**src/rtl/gate_pkg.sv**
```systemverilog
// Shared definitions for the reduce_gate_unit slice.
//   OP_*          operation select codes (3 bits wide, OP_W)
//   skid_state_t  occupancy of the 2-entry output slice
//   popcount()    number of set bits in a zero-padded 64-bit vector
//   reduce()      {err, result} for one vector, width and op
package gate_pkg;

  localparam int OP_W  = 3;
  localparam int MAX_N = 64;
  localparam int POP_W = 7;  // enough to count up to MAX_N ones

  localparam logic [OP_W-1:0] OP_AND  = 3'd0;
  localparam logic [OP_W-1:0] OP_OR   = 3'd1;
  localparam logic [OP_W-1:0] OP_XOR  = 3'd2;
  localparam logic [OP_W-1:0] OP_NAND = 3'd3;
  localparam logic [OP_W-1:0] OP_NOR  = 3'd4;
  localparam logic [OP_W-1:0] OP_XNOR = 3'd5;
  localparam logic [OP_W-1:0] OP_MAJ  = 3'd6;
  localparam logic [OP_W-1:0] OP_RSVD = 3'd7;

  typedef enum logic [1:0] {
    SKID_EMPTY = 2'd0,
    SKID_ONE   = 2'd1,
    SKID_FULL  = 2'd2
  } skid_state_t;

  function automatic logic [POP_W-1:0] popcount(input logic [MAX_N-1:0] d);
    logic [POP_W-1:0] c;
    c = '0;
    for (int i = 0; i < MAX_N; i++) c = c + POP_W'(d[i]);
    return c;
  endfunction

  // Unused upper bits of d must be zero; n is the real input width, so
  // "all ones" means popcount == n rather than a 64-bit AND.
  function automatic logic [1:0] reduce(input logic [MAX_N-1:0] d,
                                        input logic [POP_W-1:0] n,
                                        input logic [OP_W-1:0]  op);
    logic [POP_W-1:0] ones;
    logic             all_set;
    logic             any_set;
    logic             res;
    logic             err;
    ones    = popcount(d);
    all_set = (ones == n);
    any_set = (ones != '0);
    res     = 1'b0;
    err     = 1'b0;
    case (op)
      OP_AND:  res = all_set;
      OP_OR:   res = any_set;
      OP_XOR:  res = ones[0];
      OP_NAND: res = !all_set;
      OP_NOR:  res = !any_set;
      OP_XNOR: res = !ones[0];
      OP_MAJ:  res = (ones > (n >> 1));  // ties fall to 0
      default: err = 1'b1;               // OP_RSVD
    endcase
    return {err, res};
  endfunction

endpackage

```
**src/rtl/skid_buffer.sv**
```systemverilog
// Generic 2-entry valid/ready register slice.
//   clk, rst_n             clock, synchronous active-low reset
//   in_valid/in_ready/in_data    upstream stream (in_ready registered)
//   out_ready/out_data           downstream stream
//   state                  occupancy (skid_state_t); out_valid = state != EMPTY
// Handshake: a transfer happens on a rising edge where valid and ready are
// both 1; a producer holding valid keeps its data stable until it transfers,
// and out_data never changes while a result is offered and not yet taken.
module skid_buffer
  import gate_pkg::*;
#(
  parameter int W = 8
) (
  input  logic         clk,
  input  logic         rst_n,
  input  logic         in_valid,
  output logic         in_ready,
  input  logic [W-1:0] in_data,
  input  logic         out_ready,
  output logic [W-1:0] out_data,
  output logic [1:0]   state
);

  skid_state_t  st;
  logic [W-1:0] out_reg;
  logic [W-1:0] skid_reg;
  logic         accept;
  logic         hs;

  assign accept   = in_valid & in_ready;
  assign hs       = (st != SKID_EMPTY) & out_ready;
  assign out_data = out_reg;
  assign state    = st;

  // in_ready is registered: it is set for the state being entered, so it is
  // low in FULL and low during reset.
  always_ff @(posedge clk) begin
    if (!rst_n) begin
      st       <= SKID_EMPTY;
      in_ready <= 1'b0;
      out_reg  <= '0;
      skid_reg <= '0;
    end else begin
      in_ready <= 1'b1;
      case (st)
        SKID_EMPTY: begin
          if (accept) begin
            out_reg <= in_data;
            st      <= SKID_ONE;
          end
        end
        SKID_ONE: begin
          if (accept && hs) begin
            out_reg <= in_data;
          end else if (accept) begin
            skid_reg <= in_data;
            st       <= SKID_FULL;
            in_ready <= 1'b0;
          end else if (hs) begin
            st <= SKID_EMPTY;
          end
        end
        SKID_FULL: begin
          if (hs) begin
            out_reg  <= skid_reg;
            skid_reg <= '0;
            st       <= SKID_ONE;
          end else begin
            in_ready <= 1'b0;
          end
        end
        default: st <= SKID_EMPTY;
      endcase
    end
  end

endmodule

```
**src/rtl/reduce_gate_unit.sv**
```systemverilog
// Pipelined N-input logic reduction with a streamed result.
//   clk, rst_n           clock, synchronous active-low reset
//   in_valid/in_ready    input handshake (in_ready registered)
//   in_data[N_IN]        bits to reduce; in_op[3] selects the operation
//   out_valid/out_ready  result handshake
//   out_data             reduction result
//   out_ones             popcount of the originating in_data
//   out_err              originating in_op was reserved
//   cnt_clr              synchronous clear of one_cnt (wins over increment)
//   one_cnt[CNT_W]       saturating count of delivered 1-results
module reduce_gate_unit
  import gate_pkg::*;
#(
  parameter int N_IN  = 3,
  parameter int CNT_W = 16
) (
  input  logic                       clk,
  input  logic                       rst_n,
  input  logic                       in_valid,
  output logic                       in_ready,
  input  logic [N_IN-1:0]            in_data,
  input  logic [OP_W-1:0]            in_op,
  output logic                       out_valid,
  input  logic                       out_ready,
  output logic                       out_data,
  output logic [$clog2(N_IN+1)-1:0]  out_ones,
  output logic                       out_err,
  input  logic                       cnt_clr,
  output logic [CNT_W-1:0]           one_cnt
);

  localparam int OW = $clog2(N_IN + 1);
  localparam int W  = OW + 2;

  generate
    if (N_IN < 2 || N_IN > MAX_N) begin : g_bad_n
      $error("reduce_gate_unit: N_IN must be in 2..64");
    end
  endgenerate

  logic [MAX_N-1:0] data_ext;
  logic [OP_W-1:0]  op_m;
  logic [1:0]       red;
  logic [W-1:0]     pkt;
  logic [W-1:0]     slot;
  logic [1:0]       skid_state;
  logic             hs_out;

  // Inputs are masked while in_valid is low so X on an idle bus never
  // reaches the reduction logic.
  always_comb begin
    data_ext = '0;
    op_m     = OP_AND;
    if (in_valid) begin
      data_ext[N_IN-1:0] = in_data;
      op_m               = in_op;
    end
  end

  assign red = reduce(data_ext, POP_W'(N_IN), op_m);
  assign pkt = {red[1], OW'(popcount(data_ext)), red[0]};

  skid_buffer #(.W(W)) u_skid (
    .clk       (clk),
    .rst_n     (rst_n),
    .in_valid  (in_valid),
    .in_ready  (in_ready),
    .in_data   (pkt),
    .out_ready (out_ready),
    .out_data  (slot),
    .state     (skid_state)
  );

  assign out_valid = (skid_state != SKID_EMPTY);
  assign {out_err, out_ones, out_data} = slot;
  assign hs_out = out_valid & out_ready;

  always_ff @(posedge clk) begin
    if (!rst_n) begin
      one_cnt <= '0;
    end else if (cnt_clr) begin
      one_cnt <= '0;
    end else if (hs_out && out_data && (one_cnt != '1)) begin
      one_cnt <= one_cnt + CNT_W'(1);
    end
  end

endmodule

```
**config.mk**
```make
export PLATFORM = sky130hd
export DESIGN_NAME = reduce_gate_unit
export DESIGN_NICKNAME = d
export VERILOG_FILES = /design/src/rtl/gate_pkg.sv /design/src/rtl/skid_buffer.sv /design/src/rtl/reduce_gate_unit.sv
export SDC_FILE = /design/constraint.sdc
export NUM_CORES = 1
export LEC_CHECK = 0
export BUFFER_PORTS_ARGS = -buffer_cell sky130_fd_sc_hd__buf_2
export CORE_MARGIN = 2
export CORE_UTILIZATION = 25
export CTS_BUF_LIST = sky130_fd_sc_hd__clkbuf_8
export DETAILED_ROUTE_END_ITERATION = 10
export SETUP_SLACK_MARGIN = 0.2
export SYNTH_ARGS = -nofsm -noshare
export SYNTH_HDL_FRONTEND = slang
export SYNTH_HIERARCHICAL = 1
export SYNTH_SLANG_ARGS = --single-unit
```
**constraint.sdc**
```tcl
create_clock -name clk -period 6.2 [get_ports clk]
set_input_delay 0.31 -clock clk [delete_from_list [all_inputs] [get_ports clk]]
set_output_delay 0.31 -clock clk [all_outputs]
set_load 0.1 [all_outputs]
```
# After elaboration in Yosys (flattened, before gate mapping)

Cells that the tools add are included.

Mux-type cells: 21
Div/mod/pow operators: 0
Add/subtract/negate cells: 3
Shift-type cells: 0
Eq/ne operators: 16
$mul: 0
Magnitude comparators: 1
Reduce and logical (&&, ||, !) cells: 17
Bitwise gates (word level): 3

Operators with widths:

| operator              | count |
|---|---|
| $mux 4                | 5 |
| $add 16x1->16 const B | 1 |
| $ne 16x16->1 const B  | 1 |
| $pmux 4 s3            | 1 |
| $reduce_and 4->1      | 3 |
| $mux 2                | 5 |
| $eq 3x3->1 const B    | 3 |
| $pmux 4 s2            | 1 |
| $eq 7x2->1 const B    | 1 |
| $gt 7x1->1 const B    | 1 |
| $pmux 1 s7            | 1 |
| $reduce_bool 7->1     | 1 |
| $reduce_or 7->1       | 1 |
| $eq 3x2->1 const B    | 2 |
| $mux 3                | 2 |
| $ne 2x1->1 const B    | 3 |
| $pmux 2 s3            | 1 |
| $mux 1                | 4 |
| $ne 2x2->1 const B    | 2 |
| $reduce_bool 2->1     | 2 |
| $add 2x1->3           | 1 |
| $eq 3x1->1 const B    | 1 |
| $logic_and 1x1->1     | 3 |
| $logic_not 1->1       | 3 |
| other kinds (11)      | 12 |

Latch bits: 0
Logic and storage cells: 66
Memories kept: 0
ROM bits: 0
Register bits after elaboration: 27
RAM bits: 0

# Depth between registers and ports, before layout

Gate-level depths: netlist of the first run.

Word-level depth: 9
Mapped depth: 9
Depth with buffers taken out: 9

# Hierarchy

Netlist of the first run, hierarchy kept.

By module, submodules not included:

| module           | seq. area each (um^2) | area each (um^2) | instances | cells each |
|---|---|---|---|---|
| reduce_gate_unit | 320.3                 | 989.7            | 1         | 117 |
| skid_buffer      | 220.2                 | 653.1            | 1         | 71 |

# Worst setup path before layout of the first run

Ideal clock, no wire load.

Kind: register -> register
Start point: register u_skid.out_reg[0] (netlist: u_skid/out_data[0])
End point: register one_cnt[13]
Buffers on the path: 0
Path slack: 3,706 ps
Clock period less this slack: 2,494 ps
Stages on the path, launching flop included: 5
Data required time: 6,130 ps
Data arrival time: 2,423 ps
Library setup time: 70 ps
Cell sequence: dfxtp_1 -> o211ai_1 -> or4_4 -> or4_1 -> a21oi_1

Longest elaborated chain between the ends: 2

RTL lines:

| item                            | RTL line               | RTL |
|---|---|---|
| from (decl)                     | skid_buffer.sv:25      | `logic [W-1:0] out_reg;` |
| from (signal assigned)          | skid_buffer.sv:48      | `out_reg <= in_data;` |
| from (signal assigned)          | skid_buffer.sv:54      | `out_reg <= in_data;` |
| from (signal assigned)          | skid_buffer.sv:65      | `out_reg <= skid_reg;` |
| $logic_and 1x1->1 (2 in series) | reduce_gate_unit.sv:83 | `end else if (hs_out && out_data && (one_cnt != '1)) begin` |
| to (signal assigned)            | reduce_gate_unit.sv:84 | `one_cnt <= one_cnt + CNT_W'(1);` |
| to (decl)                       | reduce_gate_unit.sv:29 | `output logic [CNT_W-1:0] one_cnt` |

No other way between the ends.
A chain may end at the register's enable or synchronous reset.

# Final worst setup path of the first run

Start point: input in_valid
End point: register u_skid.out_reg[0] (netlist: u_skid/out_data[0])

Longest elaborated chain between the ends: 8
Elaborated cells between the ends (all ways): 26
Classes of those cells: add/sub: 2; order compare: 1; eq/ne: 9; mux: 6; bitwise: 1; reduce/logical: 7

RTL lines:

| item                                                               | RTL line                             | RTL |
|---|---|---|
| from (decl)                                                        | reduce_gate_unit.sv:19               | `input logic in_valid,` |
| $mux 3 (*)                                                         | reduce_gate_unit.sv:54               | `if (in_valid) begin` |
| $add 1x1->2                                                        | n/a                                  |  |
| $add 2x1->3 (*)                                                    | n/a                                  |  |
| named net pkt[1]                                                   | reduce_gate_unit.sv:44               | `logic [W-1:0] pkt;` |
| parallel branches: the longest is 2 deep, another holds $gt 7x1->1 | n/a                                  |  |
| $pmux 1 s7 (*)                                                     | gate_pkg.sv:49                       | `case (op)` |
| named net pkt[0]                                                   | reduce_gate_unit.sv:44               |  |
| $mux 4, on equally long branches                                   | skid_buffer.sv:53, skid_buffer.sv:47 |  |
| $pmux 4 s3 (*)                                                     | skid_buffer.sv:45                    | `case (st)` |

Mark *: on every way through the listed nets, which the timed path passes. The select of a mux whose other input is x is not followed.

==> results of run 1 <==
[cells in the final DEF, fill, tap and decap left out, drive strengths merged, types with 3 or more instances in the layout]
master   count
clkbuf       3
a2111oi      4
ha           5
buf         32
mux2i        8
o31ai        6
nand2       13
or3          5
nand4        6
nor3         7
and2         3
nor2         7
inv          6
dfxtp       27
nand2b       6
nand3        8
nor2b        3
o21ai        8
or4          8
nor4         3
a21oi       17
[power by group]
group / switching, mW / leakage, nW / internal [mW] / total [mW]
Combinational: 0.193 / 0.469 / 0.0710 / 0.264
Sequential: 0.0168 / 0.219 / 0.190 / 0.207
Clock: 0.0530 / 0.0269 / 0.0443 / 0.0973
[critical path, stage by stage]
cell and delay, ns:
buf_2 0.16, and2_1 0.19, fa_1 0.67, a22oi_1 0.13, o21a_1 0.12, a221o_1 0.34
a32o_1 0.19, nor2b_1 0.14, a2111oi_0 0.31, nor3_1 0.07
[per-stage QoR]
stage               setup slack [ns]  hold WS, ns
finish                          3.73        0.349
global route                    3.58        0.354
CTS                             3.72        0.344
detailed placement              3.43        0.486
global placement                3.48        0.470
floorplan                       3.71        0.459
[metal layers]
layer | part of all wire | track usage
met5 | 0 | 0
met4 | 0.0083 | 0.0332
met3 | 0.036 | 0.0224
met2 | 0.46 | 0.170
met1 | 0.50 | 0.147
[cell usage after synthesis, drive strengths merged (4+ instances only)]
master,instances,area (sq um)
or4,8,65.1
a2111oi,4,35.0
nand2,13,51.3
or3,5,31.3
dfxtp,27,541
nand3,8,45.0
mux2i,8,80.1
o31ai,6,45.0
a21oi,17,85.1
nand4,6,37.5
nor3,7,35.0
nor2,7,26.3
o21ai,8,40.0
buf,4,20.0
nand2b,6,45.0
ha,5,62.6
inv,5,18.8
[cells by family (layout without fill, tap and decap cells)]
| kind of cell | after synthesis | in the layout | share of synthesized area |
|---|---|---|---|
| AO/OA/AOI/OAI | 55 | 55 | 0.241 |
| adder cells (fa/ha/maj) | 6 | 6 | 0.0503 |
| buffers and inverters | 11 | 41 | 0.0282 |
| flip-flops | 27 | 27 | 0.329 |
| multiplexers | 8 | 8 | 0.0487 |
| AND/OR/NAND/NOR | 81 | 81 | 0.303 |
[cell type report]
| type | instances | area (sq um) |
|---|---|---|
| tap | 77 | 96.3 |
| sequential | 27 | 541 |
| clock inverter | 1 | 3.75 |
| inverter | 5 | 18.8 |
| multi-input combinational | 150 | 1060 |
| timing repair buffer | 32 | 160 |
| clock buffer | 3 | 41.3 |
| fill | 682 | 4430 |
[path summary, 6_finish.rpt]
kind,start,endpoint,slack [ns]
min reg2reg,one_cnt[15]$_SDFFE_PP0P_,one_cnt[15]$_SDFFE_PP0P_,0.49
min,rst_n,u_skid/state[0]$_SDFFE_PN0P_,0.35
max,in_valid,u_skid/out_data[0]$_SDFFE_PN0P_,3.73
max reg2reg,one_cnt[8]$_SDFFE_PP0P_,one_cnt[5]$_SDFFE_PP0P_,3.95
==> impl_metrics.csv, run 1 <==
group,metric,value,unit
run_status,status,"finished, final reports clean",
routing,vias,1550,
cells_and_area,drive_gt1_frac,0.234,
synth,avgSynthCellArea,8.74,sq um
run,max_cap_viol_count,0,
placed_design,place.detailed.instances,291,
placed_design,dpl.hpwl,2.89,mm
timing,rsz0062_at_grt,"false",
worst_setup_path,crit_path_start_kind,"primary input",
synth,synth_flop_cell,"dfxtp_1",
cells_and_area,final_nets,236,
die,coreArea,6350,sq um
synth,synthArstFlopShare,0,
clocking,cts-resized-gates,0,
routing,routed_wl,3.88,mm
timing,drv_slew,0,
clocking,cts.path.max_buffers,2,
timing,min_period,2.47,ns
clocking,cts_root_buf,"clkbuf_8",
synth,synth-seq-area-share,0.329,
timing,hold_viol,0,
placed_design,portBuffers,32,
cells_and_area,largest_reg_flops,16,
global_routing,grt_first_pass_wirelength,6.58,mm
synth,ys_warn_count,6,
synth,syn-cell-area,1640,sq um
global_routing,grt_pass1_vias,1434,
worst_setup_path,reg2reg_depth,4,
worst_setup_path,critPathKind,"in -> reg",
routing,drc_errors,0,
die,std_cell_rows,29,
routing,firstDrtPassIters,4,
worst_setup_path,cp_max_fo,12,
global_routing,antenna_found_initial,0,
timing,skew,0.00502,ns
worst_setup_path,required,6.35,ns
placed_design,placed_area,1870,sq um
clocking,cts.sinks,27,
clocking,cts_inserted_buffers,3,
worst_setup_path,cp.arrival,2.62,ns
synth,postSynthCellCount,188,
cells_and_area,instances_no_fill,295,
cells_and_area,postLayoutCoreUtil,0.302,
min_path,min_path_cells,3,
power_and_ir_drop,p_per_area,296,nW/um^2
power_and_ir_drop,p_total,568,uW
routing,wl_per_cell,13.1,um
die,start_util,0.259,
power_and_ir_drop,p_leak,0.715,nW
clocking,cts_tree,"yes",
synth,synth_seq_cells,27,
cells_and_area,final_area,1920,sq um
clocking,holdBufCountCts,0,
routing,detail-route-antenna-nets,0,
worst_setup_path,crit_path_end_kind,"flop",
synth,syn-num-nets,205,
timing,fin_setup_tns,0,ns
die,io_pins,33,
die,die_y,85.1,um
timing,worstMarginPinSlew,1.16,ns
die,die_area,7240,sq um
clocking,htreeDepth,1,
min_path,hold_path.class,"in -> reg",
timing,period_share,0.399,
clocking,post_cts_buffers,0,
global_routing,grt_usage,0.108,
synth,synth-edff-count,0,
clocking,clk_pin_slew_worst_paths,0.09,ns
global_routing,grt_overflow,0,
die,fp.dieW,85.1,um
timing,relSlewSlack,0.221,
clocking,clk_latency,0.27,ns
global_routing,grt_max_degree,17,
cells_and_area,synthToLayoutAreaGrowth,16.7,%
placed_design,place_congestion,0.813,
routing,drt_iter0_markers,140,
routing,viasPerCell,5.25,
timing,finalSetupViolations,0,
synth,synth_cell_types,54,
timing,max_freq,404,MHz
cells_and_area,antenna_cells,0,
power_and_ir_drop,ir_worst_vdd,0.233,mV
No activity file was read; power rests on OpenSTA's default activity.
==> inputs of run 2 (changes only) <==
clock period = 2.1 ns   (was 6.2 ns; I/O delays follow)
==> run 2 against run 1 <==
Net effect: worst setup slack got worse by 3.5 ns; via count increased by 3.6%; largest power group unchanged; sequential share of layout area is 0.42 points higher; die area did not move; non-clock buffer count is 8 higher; final cell count up 2.7%.
==> impl_metrics.csv, run 2 (synthesized netlist as in run 1, its figures left out) <==
group,metric,value,unit
worst_setup_path,crit_family,"compound AO/OA/AOI/OAI gates",
worst_setup_path,crit_path_start_kind,"primary input",
timing,fin_setup_tns,0,ns
placed_design,placed_area,2000,sq um
die,std_cell_rows,29,
run,max_cap_viol_count,0,
timing,relSlewSlack,0.611,
routing,routed_wl,4.22,mm
cells_and_area,synthToLayoutAreaGrowth,29.9,%
placed_design,portBuffers,32,
cells_and_area,postLayoutCoreUtil,0.336,
clocking,htreeDepth,1,
cells_and_area,most-common-layout-cells,"buf_2, dfxtp_4, a21oi_1",
worst_setup_path,path_cells,"buf_6 -> and2_4 -> fa_2 -> a22oi_2 -> o21a_1 -> a221o_1 -> a32o_1 -> nor2b_4 -> a2111oi_4 -> nor3_1",
die,die_y,85.1,um
placed_design,dpl.hpwl,3.13,mm
timing,skew,0.0116,ns
timing,period_share,0.907,
clocking,cts_tree,"yes",
timing,min_period,1.90,ns
cells_and_area,final_common_cell,"buf_2",
timing,drv_slew,0,
routing,wl_per_cell,13.9,um
power_and_ir_drop,p_leak,0.784,nW
timing,hold_viol,0,
timing,finalSetupViolations,0,
die,coreArea,6350,sq um
global_routing,grt_pass1_vias,1493,
global_routing,grt_overflow,0,
clocking,clk_latency,0.28,ns
worst_setup_path,required,2.25,ns
timing,worstMarginPinSlew,0.583,ns
power_and_ir_drop,p_per_area,837,nW/um^2
clocking,cts.sinks,27,
cells_and_area,largest_reg_flops,16,
routing,detail-route-antenna-nets,0,
worst_setup_path,slowest_delay,0.61,ns
placed_design,preCtsSetupSlack,-0.275,ns
global_routing,grt_usage,0.113,
cells_and_area,drive_gt1_frac,0.403,
routing,viasPerCell,5.30,
clocking,cts_inserted_buffers,3,
min_path,hold_path.class,"in -> reg",
cells_and_area,antenna_cells,0,
timing,worst_slack,0.195,ns
power_and_ir_drop,ir_worst_vdd,0.751,mV
cells_and_area,final_nets,244,
worst_setup_path,cp_max_fo,4,
die,start_util,0.259,
clocking,cts_root_buf,"clkbuf_8",
global_routing,grt_max_degree,15,
die,fp.dieW,85.1,um
routing,drt_iter0_markers,77,
clocking,holdBufCountCts,0,
clocking,post_cts_buffers,0,
routing,firstDrtPassIters,4,
routing,drc_errors,0,
run_status,status,"finished, final reports clean",
timing,rsz0062_at_grt,"true",
worst_setup_path,path_buf_inv,1,
routing,vias,1606,
worst_setup_path,slowest_stage,"fa_2",
clocking,clk_pin_slew_worst_paths,0.10,ns
worst_setup_path,crit_path_end_kind,"flop",
worst_setup_path,cp.arrival,2.05,ns
global_routing,antenna_found_initial,0,
power_and_ir_drop,p_total,1.79,mW
die,io_pins,33,
global_routing,grt_first_pass_wirelength,6.91,mm
die,die_area,7240,sq um
placed_design,place_congestion,0.821,
cells_and_area,final_area,2130,sq um
worst_setup_path,critPathKind,"in -> reg",
timing,max_freq,525,MHz
clocking,cts.path.max_buffers,2,
==> run 2: layer usage <==
layer	up-vias	track usage	wire [um]
met5	-	0	0
met2	37	0.182	1960
met4	0	0.0346	71
met1	752	0.150	1990
li1	811	-	-
met3	6	0.0282	199
==> run 2: through the flow <==
step                      hold slack [ns]  cells
after floorplan                     0.263    188
after global placement              0.432    299
after detailed placement            0.436    299
after CTS                           0.127    303
after global routing                0.142    303
final                               0.138    303
==> run 2: layout make-up <==
cell class                      count  area (sq um)
Fill cell                         659          4220
Multi-Input combinational cell    150          1130
Inverter                            5          18.8
Clock buffer                        3          41.3
Tap cell                           77          96.3
Clock inverter                      1          3.75
Timing Repair Buffer               40           236
Sequential cell                    27           611
==> run 2: path summary, 6_finish.rpt <==
kind	startpoint	endpoint	slack [ns]	depth (start not counted)
min	rst_n	u_skid/state[0]$_SDFFE_PN0P_	0.14	3
max	in_data[0]	u_skid/out_data[0]$_SDFFE_PN0P_	0.20	10
min reg2reg	one_cnt[2]$_SDFFE_PP0P_	one_cnt[2]$_SDFFE_PP0P_	0.49	1
max reg2reg	u_skid/state[0]$_SDFFE_PN0P_	u_skid/skid_reg[3]$_SDFFE_PN0P_	0.27	7
==> run 2: power breakdown <==
part           switching (mW)  internal (mW)  total [mW]
Combinational           0.617          0.269       0.886
Clock                   0.166          0.131       0.297
Sequential             0.0493          0.552       0.602
Total                   0.833          0.952        1.79
==> run 2: timing repair <==
item / in CTS / in global routing
resized for setup: 11 / 13
pin swaps: 6 / 3
endpoints found under the setup margin: 10 / 11
==> run 2: tightest hold or removal path, delay by kind of cell <==
kind | cells | cell delay, ns
buffers and inverters | 1 | 0.14
AO/OA/AOI/OAI | 1 | 0.07
AND/OR/NAND/NOR | 1 | 0.07
==> inputs of run 3 (changes only) <==
CORE_ASPECT_RATIO = 2   (was default)
REMOVE_ABC_BUFFERS = 1   (was default)
==> run 3 against run 2 <==
Net effect: via count rose by 3.0%; worst hold slack lost 0.015 ns; clock skew down 0.0073 ns; register-to-register slack got worse by 0.09 ns; flip-flop and latch count unchanged; combinational power decreased by 1%; final cell count up 4.0%; largest power group unchanged; highest routed layer unchanged.
==> impl_metrics.csv, run 3 (synthesized netlist as in run 1, its figures left out) <==
group,metric,value,unit
routing,firstDrtPassIters,4,
timing,worstMarginPinSlew,0.639,ns
power_and_ir_drop,seq_power_share,0.344,
die,die_area,7280,sq um
global_routing,grt_first_pass_wirelength,7.19,mm
run,max_cap_viol_count,0,
run_status,status,"finished, final reports clean",
timing,worst_slack,0.0924,ns
cells_and_area,final_area,2090,sq um
clocking,htreeDepth,1,
routing,drc_errors,0,
timing,fin_hold_ws,0.123,ns
cells_and_area,final_nets,247,
worst_setup_path,crit_path_start_kind,"primary input",
routing,routed-wl-met2,2.57,mm
worst_setup_path,cp.arrival,2.16,ns
global_routing,antenna_found_initial,0,
clocking,cts.sinks,27,
placed_design,place_congestion,0.829,
cells_and_area,instances_no_fill,315,
placed_design,place.detailed.instances,311,
routing,viasPerCell,5.25,
cells_and_area,final_common_cell,"buf_2",
routing,vias,1654,
routing,top_layer,"met4",
timing,skew,0.00432,ns
power_and_ir_drop,p_per_area,853,nW/um^2
routing,wl_met1,1.69,mm
cells_and_area,largest_reg_flops,16,
clocking,post_cts_buffers,0,
min_path,hold_start,"rst_n",
timing,relSlewSlack,0.573,
worst_setup_path,required,2.26,ns
placed_design,preCtsSetupSlack,-0.307,ns
worst_setup_path,startpoint,"in_data[0]",
power_and_ir_drop,power_frac_clock,0.167,
clocking,cts_root_buf,"clkbuf_8",
routing,met3WireLength,158,um
die,io_pins,33,
clocking,clk_pin_slew_worst_paths,0.10,ns
cells_and_area,most-common-layout-cells,"buf_2, dfxtp_1, a21oi_1",
die,die_y,119,um
worst_setup_path,cp_max_fo,5,
routing,routed_wl,4.51,mm
clocking,cts_tree,"yes",
global_routing,grt_overflow,0,
routing,detail-route-antenna-nets,0,
clocking,clk_latency,0.27,ns
timing,finalSetupViolations,0,
clocking,cts_inserted_buffers,3,
die,coreArea,6310,sq um
timing,min_period,2.01,ns
cells_and_area,drive_gt1_frac,0.345,
global_routing,grt_max_degree,15,
power_and_ir_drop,switching_share,0.463,
min_path,hold_path.class,"in -> reg",
cells_and_area,synthToLayoutAreaGrowth,27.2,%
routing,drt_iter0_markers,58,
global_routing,grt_usage,0.126,
power_and_ir_drop,power_frac_comb,0.490,
die,start_util,0.260,
timing,max_freq,498,MHz
cells_and_area,antenna_cells,0,
die,fp.dieW,61.3,um
timing,hold_viol,0,
timing,drv_slew,0,
clocking,holdBufCountCts,0,
placed_design,portBuffers,32,
timing,period_share,0.956,
die,std_cell_rows,41,
placed_design,dpl.hpwl,3.46,mm
routing,wl_per_cell,14.3,um
power_and_ir_drop,p_total,1.78,mW
worst_setup_path,reg2reg_from,"u_skid/state[0]$_SDFFE_PN0P_",
clocking,cts.path.max_buffers,2,
worst_setup_path,critPathKind,"in -> reg",
power_and_ir_drop,intPower,957,uW
cells_and_area,postLayoutCoreUtil,0.331,
power_and_ir_drop,p_sw,826,uW
timing,fin_setup_tns,0,ns
global_routing,grt_pass1_vias,1631,
placed_design,placed_area,1970,sq um
power_and_ir_drop,p_leak,0.794,nW
timing,rsz0062_at_grt,"true",
worst_setup_path,crit_path_end_kind,"flop",
power_and_ir_drop,ir_worst_vdd,0.373,mV
[run 3: area by class of cell]
type | count | area [sq um]
Clock buffer | 3 | 41.3
Fill cell | 678 | 4220
Sequential cell | 27 | 556
Inverter | 5 | 18.8
Tap cell | 86 | 108
Multi-Input combinational cell | 150 | 1100
Clock inverter | 1 | 3.75
Timing Repair Buffer | 43 | 259
[run 3: worst max-delay path, stage by stage]
cell	delay, ns
buf_6	0.09
and2_4	0.15
fa_2	0.61
a22oi_2	0.09
o21a_1	0.10
a221o_1	0.30
a32o_2	0.23
nor2b_4	0.13
a2111oi_4	0.28
nor3_2	0.07
[run 3: worst paths after layout]
path                                                   endpoint  slack [ns]  cells past startpoint
worst max register to register  u_skid/out_data[1]$_SDFFE_PN0P_        0.18                      6
worst min register to register         one_cnt[15]$_SDFFE_PP0P_        0.50                      2
worst min-delay path               u_skid/state[0]$_SDFFE_PN0P_        0.12                      3
worst max-delay path            u_skid/out_data[0]$_SDFFE_PN0P_        0.09                     10
[run 3: power by group through the flow]
stage / Clock, mW / Combinational, mW / Sequential [mW]
3_3_place_gp: 0 / 0.818 / 0.619
6_report: 0.297 / 0.873 / 0.613
5_1_grt: 0.332 / 0.933 / 0.622
3_5_place_dp: 0 / 0.821 / 0.621
4_1_cts: 0.314 / 0.834 / 0.612
2_1_floorplan: 0 / 0.388 / 0.871
[run 3: repair_timing]
| item | CTS | global route |
|---|---|---|
| endpoints found under the setup margin | 5 | 10 |
| pin swaps | 2 | 7 |
| resized for setup | 4 | 22 |
[run 3: routing by layer]
layer,vias to the layer above,GRT usage
met4,0,0.0530
li1,814,-
met1,792,0.120
met3,6,0.0153
met2,42,0.244
met5,-,0
